`src/rtl/decode_pkg.sv`:
```
// Shared types and encodings for the registered decode stage: the control word layout,
// RV opcode/funct fields and the ALU/branch selector enums.
package decode_pkg;

  localparam int unsigned OFFSET_W = 5;

  localparam logic [6:0] OpLoad   = 7'b0000011;
  localparam logic [6:0] OpStore  = 7'b0100011;
  localparam logic [6:0] OpReg    = 7'b0110011;
  localparam logic [6:0] OpBranch = 7'b1100011;

  localparam logic [2:0] F3Ld     = 3'b011;
  localparam logic [2:0] F3Sd     = 3'b011;
  localparam logic [2:0] F3AddSub = 3'b000;
  localparam logic [2:0] F3Or     = 3'b110;
  localparam logic [2:0] F3And    = 3'b111;
  localparam logic [2:0] F3Beq    = 3'b000;
  localparam logic [2:0] F3Blt    = 3'b100;

  localparam logic [6:0] F7Base = 7'b0000000;
  localparam logic [6:0] F7Sub  = 7'b0100000;

  typedef enum logic [1:0] {
    ALU_AND = 2'b00,
    ALU_OR  = 2'b01,
    ALU_ADD = 2'b10,
    ALU_SUB = 2'b11
  } alu_e;

  typedef enum logic [1:0] {
    BR_NONE = 2'b00,
    BR_EQ   = 2'b01,
    BR_LT   = 2'b10
  } br_e;

  typedef struct packed {
    logic                reg_write_enable;
    logic [4:0]          reg_read_addr_1;
    logic [4:0]          reg_read_addr_2;
    logic [4:0]          reg_write_addr;
    logic                data_write_enable;
    logic [4:0]          data_read_addr;
    logic [4:0]          data_write_addr;
    alu_e                alu_ctrl;
    logic                reg_write_select;
    br_e                 branch;
    logic                branch_direction;
    logic [OFFSET_W-1:0] branch_offset;
  } decode_t;

  localparam int unsigned DecodeW = $bits(decode_t);

endpackage

```
`src/rtl/decode_comb.sv`:
```
// Pure combinational instruction decoder: inst -> control word, load flag and illegal flag.
// Illegal flagging is only produced when DECODE_ILLEGAL_TRAP_EN is defined.
module decode_comb
  import decode_pkg::*;
(
  input  logic [31:0]        inst_i,
  output logic [DecodeW-1:0] ctrl_o,
  output logic               illegal_o,
  output logic               is_load_o
);

  logic [6:0] opcode, funct7;
  logic [2:0] funct3;
  logic [4:0] rd, rs1, rs2;
  decode_t    d;

  assign opcode = inst_i[6:0];
  assign rd     = inst_i[11:7];
  assign funct3 = inst_i[14:12];
  assign rs1    = inst_i[19:15];
  assign rs2    = inst_i[24:20];
  assign funct7 = inst_i[31:25];

  // Unused read ports stay zero; the hazard check in the stage relies on that.
  always_comb begin
    d         = '0;
    is_load_o = 1'b0;
    case (opcode)
      OpLoad: begin
        if (funct3 == F3Ld) begin
          is_load_o          = 1'b1;
          d.reg_write_enable = 1'b1;
          d.reg_read_addr_1  = rs1;
          d.reg_write_addr   = rd;
          d.data_read_addr   = rs2;
          d.alu_ctrl         = ALU_ADD;
          d.reg_write_select = 1'b0;
        end
      end
      OpStore: begin
        if (funct3 == F3Sd) begin
          d.reg_read_addr_1   = rs1;
          d.reg_read_addr_2   = rs2;
          d.data_write_enable = 1'b1;
          d.data_write_addr   = rd;
          d.alu_ctrl          = ALU_ADD;
        end
      end
      OpReg: begin
        d.reg_write_enable = 1'b1;
        d.reg_read_addr_1  = rs1;
        d.reg_read_addr_2  = rs2;
        d.reg_write_addr   = rd;
        d.reg_write_select = 1'b1;
        if (funct7 == F7Base && funct3 == F3And)         d.alu_ctrl = ALU_AND;
        else if (funct7 == F7Base && funct3 == F3Or)     d.alu_ctrl = ALU_OR;
        else if (funct7 == F7Base && funct3 == F3AddSub) d.alu_ctrl = ALU_ADD;
        else if (funct7 == F7Sub && funct3 == F3AddSub)  d.alu_ctrl = ALU_SUB;
        else                                             d = '0;
      end
      OpBranch: begin
        if (funct3 == F3Beq || funct3 == F3Blt) begin
          d.reg_read_addr_1  = rs1;
          d.reg_read_addr_2  = rs2;
          d.alu_ctrl         = ALU_SUB;
          d.branch           = (funct3 == F3Beq) ? BR_EQ : BR_LT;
          d.branch_direction = inst_i[25];
          d.branch_offset    = OFFSET_W'(rd);
        end
      end
      default: d = '0;
    endcase
  end

  assign ctrl_o = d;

`ifdef DECODE_ILLEGAL_TRAP_EN
  // Every supported encoding sets a write enable or a branch, so zero means unsupported.
  assign illegal_o = (d == '0);
`else
  assign illegal_o = 1'b0;
`endif

endmodule

```
`src/rtl/decode_stage.sv`:
```
// Registered decode stage: decoded-entry FIFO with valid/ready on both sides, load-use
// stall FSM and branch flush. Illegal trapping follows DECODE_ILLEGAL_TRAP_EN in decode_comb.
module decode_stage
  import decode_pkg::*;
#(
  parameter int unsigned BUF_DEPTH    = 2,
  parameter int unsigned STALL_CYCLES = 1
) (
  input  logic               clk_i,
  input  logic               rst_i,
  input  logic               flush_i,
  input  logic               in_valid_i,
  output logic               in_ready_o,
  input  logic [31:0]        inst_i,
  output logic               out_valid_o,
  input  logic               out_ready_i,
  output logic [DecodeW-1:0] out_ctrl_o,
  output logic               illegal_o
);

  localparam int unsigned PtrW   = $clog2(BUF_DEPTH);
  localparam int unsigned CntW   = PtrW + 1;
  localparam int unsigned StallW = (STALL_CYCLES > 1) ? $clog2(STALL_CYCLES + 1) : 1;

  typedef enum logic {StRun, StStall} state_e;

  logic [DecodeW-1:0] dec_ctrl;
  decode_t            dec;
  logic               dec_illegal, dec_is_load;

  decode_comb u_decode_comb (
    .inst_i    (inst_i),
    .ctrl_o    (dec_ctrl),
    .illegal_o (dec_illegal),
    .is_load_o (dec_is_load)
  );

  decode_t              mem_q [BUF_DEPTH];
  logic [BUF_DEPTH-1:0] ill_q;
  logic [PtrW-1:0]      rd_ptr_q, rd_ptr_d, wr_ptr_q, wr_ptr_d;
  logic [CntW-1:0]      cnt_q, cnt_d;
  state_e               state_q, state_d;
  logic [StallW-1:0]    stall_cnt_q, stall_cnt_d;
  logic                 trk_valid_q, trk_valid_d;
  logic [4:0]           trk_rd_q, trk_rd_d;
  logic                 full, hazard, push, pop;

  assign dec  = decode_t'(dec_ctrl);
  assign full = (cnt_q == CntW'(BUF_DEPTH));

  // Tracked rd is never x0 and unused read fields decode to x0, so no false matches.
  assign hazard = (STALL_CYCLES != 0) && in_valid_i && trk_valid_q &&
                  ((dec.reg_read_addr_1 == trk_rd_q) || (dec.reg_read_addr_2 == trk_rd_q));

  assign in_ready_o  = !rst_i && !flush_i && !full && (state_q == StRun) && !hazard;
  assign push        = in_valid_i && in_ready_o;
  assign out_valid_o = (cnt_q != '0);
  assign pop         = out_valid_o && out_ready_i;
  assign out_ctrl_o  = out_valid_o ? mem_q[rd_ptr_q] : '0;
  assign illegal_o   = out_valid_o && ill_q[rd_ptr_q];

  always_comb begin
    rd_ptr_d    = rd_ptr_q;
    wr_ptr_d    = wr_ptr_q;
    cnt_d       = cnt_q;
    state_d     = state_q;
    stall_cnt_d = stall_cnt_q;
    trk_valid_d = trk_valid_q;
    trk_rd_d    = trk_rd_q;
    if (flush_i) begin
      rd_ptr_d    = '0;
      wr_ptr_d    = '0;
      cnt_d       = '0;
      state_d     = StRun;
      stall_cnt_d = '0;
      trk_valid_d = 1'b0;
    end else begin
      if (push) wr_ptr_d = wr_ptr_q + PtrW'(1);
      if (pop)  rd_ptr_d = rd_ptr_q + PtrW'(1);
      case ({push, pop})
        2'b10:   cnt_d = cnt_q + CntW'(1);
        2'b01:   cnt_d = cnt_q - CntW'(1);
        default: cnt_d = cnt_q;
      endcase
      unique case (state_q)
        StRun: begin
          if (hazard) begin
            state_d     = StStall;
            stall_cnt_d = StallW'(STALL_CYCLES);
          end else if (push) begin
            trk_valid_d = dec_is_load && (dec.reg_write_addr != 5'd0);
            trk_rd_d    = dec.reg_write_addr;
          end
        end
        StStall: begin
          if (stall_cnt_q <= StallW'(1)) begin
            state_d     = StRun;
            stall_cnt_d = '0;
            trk_valid_d = 1'b0;
          end else begin
            stall_cnt_d = stall_cnt_q - StallW'(1);
          end
        end
        default: state_d = StRun;
      endcase
    end
  end

  always_ff @(posedge clk_i) begin
    if (rst_i) begin
      rd_ptr_q    <= '0;
      wr_ptr_q    <= '0;
      cnt_q       <= '0;
      state_q     <= StRun;
      stall_cnt_q <= '0;
      trk_valid_q <= 1'b0;
      trk_rd_q    <= '0;
    end else begin
      rd_ptr_q    <= rd_ptr_d;
      wr_ptr_q    <= wr_ptr_d;
      cnt_q       <= cnt_d;
      state_q     <= state_d;
      stall_cnt_q <= stall_cnt_d;
      trk_valid_q <= trk_valid_d;
      trk_rd_q    <= trk_rd_d;
    end
  end

  // Storage needs no reset: reads are gated by the count.
  always_ff @(posedge clk_i) begin
    if (push) begin
      mem_q[wr_ptr_q] <= dec;
      ill_q[wr_ptr_q] <= dec_illegal;
    end
  end

endmodule
```
`config.mk`:
```
export PLATFORM = sky130hd
export DESIGN_NAME = decode_stage
export DESIGN_NICKNAME = d
export VERILOG_FILES = /design/src/rtl/decode_pkg.sv /design/src/rtl/decode_comb.sv /design/src/rtl/decode_stage.sv
export SDC_FILE = /design/constraint.sdc
export NUM_CORES = 1
export LEC_CHECK = 0
export CORE_ASPECT_RATIO = 2
export CORE_MARGIN = 1
export CORE_UTILIZATION = 54
export CTS_BUF_LIST = sky130_fd_sc_hd__clkbuf_8
export CTS_CLUSTER_DIAMETER = 200
export DETAILED_ROUTE_END_ITERATION = 8
export HOLD_SLACK_MARGIN = 0.03
export PLACE_DENSITY = 0.82
export SETUP_SLACK_MARGIN = 0.2
export SLEW_MARGIN = 5
export SYNTH_ARGS = -nofsm -noshare
export SYNTH_HDL_FRONTEND = slang
export SYNTH_SLANG_ARGS = --single-unit
```
`constraint.sdc`:
```
create_clock -name clk_i -period 6.4 [get_ports clk_i]
set_input_delay 1.28 -clock clk_i [delete_from_list [all_inputs] [get_ports clk_i]]
set_output_delay 1.28 -clock clk_i [all_outputs]
set_load 0.01 [all_outputs]
```
==> results_dict.tcl <==
set metrics [dict create \
    async_flop_share_pct 0 \
    cts_setup_buffers 0 \
    rr_endpoint "mem_q[0][29]" \
    setup_tns_ns 0 \
    reg2reg_from "trk_rd_q[2]" \
    vdd_drop_max_mv 0.174 \
    final_net_count 455 \
    numPortBuffers 77 \
    diodes 0 \
    synth_top_cells_by_area "edfxtp_1 (55%), mux2i_1 (9.1%), dfxtp_1 (5.6%)" \
    clk_pin_slew_ns 0.08 \
    drv_cap 0 \
    clk_latency_ns 0.35 \
    r2r_cells 6 \
    max_slew_margin_pct 27.0 \
    cts_tree "built" \
    cts_buffers 9 \
    gp_congestion 0.900 \
    syn_to_final_growth_pct 25.1 \
    initial_core_util_pct 55.9 \
    cp-end-kind "output port" \
    rsz0062_at_grt "false" \
    synth.largest_area_cell "edfxtp_1" \
    synth_cell_type_count 58 \
    dieArea_um2 8310 \
    synth_top_area_share_pct 54.7 \
    drt_first_pass_iters 4 \
    antenna_left 0 \
    viasPerCell 5.64 \
    fin_crit_ns 5.68 \
    drc 0 \
    worstSetupStartpointType "input pin" \
    final_layout_size_suffix_gt1_share_pct 10.2 \
    avgSynthCellArea_um2 12.7 \
    ctsResizeCount 0 \
    die_height_um 128 \
    yosysSeqAreaShare_pct 60.4 \
    cp.arrival_ns 4.40 \
    fillers 611 \
    reg2reg_slack_ns 3.41 \
    crit_fanout 8 \
    grt_pass1_vias 2872 \
    cts_root_buffer "clkbuf_8" \
    min_path_type "reg2reg" \
    clockBufferDepth 2 \
    synth-seq-cells 90 \
    p_leak_uw 0.00166 \
    cts.hold.buffers_added 0 \
    crit_type "in2out" \
    min_path_cells 1 \
    timing.hold.ws_ns 0.454 \
    setup_viol_count_final 0 \
    antenna_found_initial 0 \
    ys.flop_type "edfxtp_1" \
    place_hpwl_um 6450 \
    die_w_um 64.9 \
    grt_pass1_wl_um 13900 \
    cts_sinks 90 \
    grt-ovfl-total 0 \
    ios 78 \
    final_cell_mix "edfxtp_1 (78), clkdlybuf4s50_1 (77), nor2_1 (46), mux2i_1 (39), and2_1 (32)" \
    drt_iter0_markers 135 \
    fin_worst_skew_ns 0.00982 \
    min_to "state_q" \
    max_freq_mhz 176 \
    yosys_warnings 0 \
    netlist_instances 338 \
    finalCritPeriodShare_pct 88.7 \
    htree_levels 3 \
    grt_use_total_pct 22.9 \
    core-area_um2 7660 \
    rows 45 \
    final_common_cell "edfxtp_1" \
    syn-num-nets 376 \
    cp.required_ns 5.12 \
    wl_um 8790 \
    syn_area_um2 4280 \
    synth_edf_count 78 \
    routedWlPerCell_um 17.1 \
    maxSlewViolCount 0 \
    tightest_slew_ns 1.09 \
    status "finished clean" \
    via_count 2905 \
    grt_start_max_net_pins 39 \
    cellPowerDensity_nw_per_um2 212 \
    finalHoldViolCount 0 \
    holdCritStartpoint "state_q" \
]
[registers in the layout, summed over array words and instances (netlist names), named ones only]
register and flops:
cnt_q 2, rd_ptr_q 1, trk_rd_q 5, wr_ptr_q 1, mem_q 76, trk_valid_q 1, ill_q 2, state_q 1
[power by group]
group | internal [uW] | total [uW] | switching [uW] | leakage (uW)
clock network | 216 | 399 | 183 | 0.000104
logic | 48.9 | 91.1 | 42.2 | 0.000866
registers | 641 | 645 | 3.40 | 0.000687
total | 906 | 1130 | 229 | 0.00166
[final cells by class]
class	instances	area (um2)	share of cell area (%)
clock inverter	6	83.8	1.57
clock buffer	9	124	2.31
sequential	90	2580	48.3
multi-input combinational	224	1600	29.9
inverter	11	41.3	0.771
tap	94	118	2.20
timing repair buffer	81	801	15.0
[synthesized netlist by cell type, drive strengths merged, types with 2 or more instances]
cell and number:
a2111oi 3, a211oi 2, a21boi 3, a21o 3, a21oi 10, a22oi 2, and2 37, buf 6
clkbuf 7, dfxtp 12, edfxtp 78, inv 11, mux2i 39, nand2 3, nand3 10, nand3b 2
nand4bb 3, nor2 48, nor2b 4, nor3 7, nor4 4, nor4b 3, o21ai 11, or2 3
xnor2 5
[routing by layer]
layer  part of all wire (%)  global-route usage, %  vias up
li1                       -                      -     1406
met1                     37                   25.5     1387
met2                     57                   41.2       91
met3                    3.4                   3.83       21
met4                    2.7                   10.3        0
met5                      0                      0        -
[per-stage QoR]
stage	area [um2]	total power (uW)	setup slack [ns]	std cells	utilization, %
final	5350	1130	0.725	515	69.9
after global routing	5350	1170	0.520	515	69.9
after CTS	5350	1140	0.728	515	69.9
after detailed placement	5140	750	0.732	500	67.2
after global placement	5140	748	0.859	500	67.2
after floorplan	4280	694	1.52	338	-
[cell families after synthesis]
kind of cell | Yosys count | share of synthesized area, %
and+or+nand+nor | 134 | 18.2
DFF | 90 | 60.4
AOI/OAI and AO/OA | 44 | 8.33
muxes | 39 | 9.12
buffers and inverters | 24 | 2.46
xor gates and xnor gates | 6 | 1.23
adders and majority gates | 1 | 0.292
[worst max-delay path, stage by stage]
cell and delay, ns:
clkdlybuf4s50_1 0.51, and3b_1 0.25, or2_1 0.33, a2111oi_0 0.60
a211oi_2 0.11, nor4b_4 0.50, o21ai_1 0.15, and2_1 0.18
clkdlybuf4s50_1 0.48
[worst max path at each step]
stage | startpoint | to | slack [ns]
final | inst_i[13] | in_ready_o | 0.72
after global routing | inst_i[13] | in_ready_o | 0.52
after CTS | inst_i[4] | in_ready_o | 0.73
after detailed placement | inst_i[13] | in_ready_o | 0.73
after global placement | inst_i[6] | in_ready_o | 0.86
after floorplan | inst_i[12] | mem_q[1][0] | 1.52
No activity file was read; power rests on OpenSTA's default activity.
==> edit: new RTL, same flow settings <==
Add a define of `DECODE_ILLEGAL_TRAP_EN`.
--- a/src/rtl/decode_comb.sv
+++ b/src/rtl/decode_comb.sv
@@ -1,5 +1,7 @@
 // Pure combinational instruction decoder: inst -> control word, load flag and illegal flag.
 // Illegal flagging is only produced when DECODE_ILLEGAL_TRAP_EN is defined.
+`define DECODE_ILLEGAL_TRAP_EN
+
 module decode_comb
   import decode_pkg::*;
 (
Check against the original RTL: not equivalent (a bounded check fails within 4 cycles, from zero or initial values and one cycle with rst_i high).
==> edit against the unedited design <==
- highest routed layer unchanged
- final cell count up 5.6%
- synthesized area increased by 1.3%
- hold slack better by 0.064 ns
- power is 6.0% lower
- via count grew 7.1%
- non-clock buffer count is 1 higher
- routed wire length increased by 4.2%
- combinational power down 3.3%
- sequential cell count stayed put
- sequential share of layout area fell by 0.30 points
- critical endpoint unchanged
- fmax fell by 3.2%
- largest power group unchanged
- final area increased by 0.63%
- setup slack worse by 0.19 ns
==> edit: results <==
[outcome]
outcome = "completed"

[route]
drt-total-wl_mm = 9.160
drt_iter0_drc = 99
via_per_inst = 5.717
firstDrtPassIters = 5
wire_per_inst_um = 16.84

[global_routing]
grt_usage_pct = 23.51
grt_pass1_wl_mm = 14.50
grt_max_degree = 41
antenna_found_initial = 0
grt_pass1_vias = 3104

[timing]
tightest_slew_ns = 0.7711
period_share_pct = 91.58
finClkSkew_ns = 0.007815

[logic_synthesis]
synth_area_per_cell_um2 = 11.68
yosys-top-cells-area = "edfxtp_1 (54%), mux2i_1 (9.0%), dfxtp_1 (5.5%)"
async_reset_ff_share_pct = 0
syn_nets = 409
yosysSeqAreaShare_pct = 59.60
synth_common_cells = "edfxtp_1 (78), nor2_1 (62), mux2i_1 (39)"
synthFlopType = "edfxtp_1"
ys_types = 49

[placement]
dp.cells = 528
dp_hpwl_mm = 6.654
pre_cts_ws_ns = 0.5428
place.gp.congestion = 0.9229
port_buffers = 77

[setup_path]
crit_fanout = 12
regToRegSetupSlack_ns = 3.48
slowest_stage = "or4_1"
crit_arrival_ns = 4.58
max_stage_delay_ns = 0.57

[clock_tree]
cts_resized = 0

[layout]
nets = 483
diodes = 0
drive_gt1_share_pct = 6.889
biggestRegsByFlops = "mem_q (76), trk_rd_q (5)"

[power_and_ir_drop]
ir_drop_v = 0.0001195
power.leakage_nw = 1.796
[edit: stage by stage]
stage	instance area [um2]	hold slack (ns)	util, %
after floorplan	4333	0.4669	-
after global placement	5214	0.4886	68.09
after detailed placement	5214	0.5057	68.09
after CTS	5386	0.5199	70.34
after global routing	5386	0.5486	70.34
final	5386	0.5186	70.34
[edit: cells by family after synthesis]
group	share of synthesized area (%)
AO/OA/AOI/OAI	7.653
XOR/XNOR	1.819
adder cells (fa/ha/maj)	0.5197
buffers and inverters	2.281
flip-flops	59.60
multiplexers	9.009
AND/OR/NAND/NOR	19.12
[edit: path summary, 6_finish.rpt]
check	startpoint	end	cells after the start
worst max-delay path	inst_i[4]	in_ready_o	9
worst min-delay path	cnt_q[1]	cnt_q[1]	2
worst max register to register	trk_rd_q[2]	mem_q[0][15]	7
worst min register to register	cnt_q[1]	cnt_q[1]	2
[edit: power breakdown]
| part | switching (W) | total, W | leakage, nW | internal [W] |
|---|---|---|---|---|
| logic | 0.0000425 | 0.0000881 | 0.834 | 0.0000457 |
| clock network | 0.000187 | 0.000336 | 0.0932 | 0.000149 |
| registers | 0.00000326 | 0.000643 | 0.869 | 0.000639 |
| total | 0.000233 | 0.00107 | 1.80 | 0.000834 |
[edit: layout make-up]
cell class / count / area, um2
repair buffers: 82 / 820.8
clock buffers: 10 / 137.6
flip-flops and latches: 90 / 2584
fillers: 603 / 2271
inverters: 5 / 18.77
well taps: 94 / 117.6
clock inverters: 6 / 35.03
multi-input cells: 257 / 1673
[edit: layer usage]
metal | part of all wire (%) | track usage, % | vias to the layer above
met5 | 0 | 0 | -
met4 | 4.4 | 13.43 | 0
met3 | 4.2 | 4.521 | 30
met2 | 55 | 42.57 | 110
met1 | 36 | 24.49 | 1469
li1 | - | - | 1501
[edit: critical path: cells and delay by family]
| family | cells | cell delay (ns) |
|---|---|---|
| AND/OR/NAND/NOR | 4 | 1.59 |
| AO/OA/AOI/OAI | 3 | 0.62 |
| buffers and inverters | 2 | 1.07 |
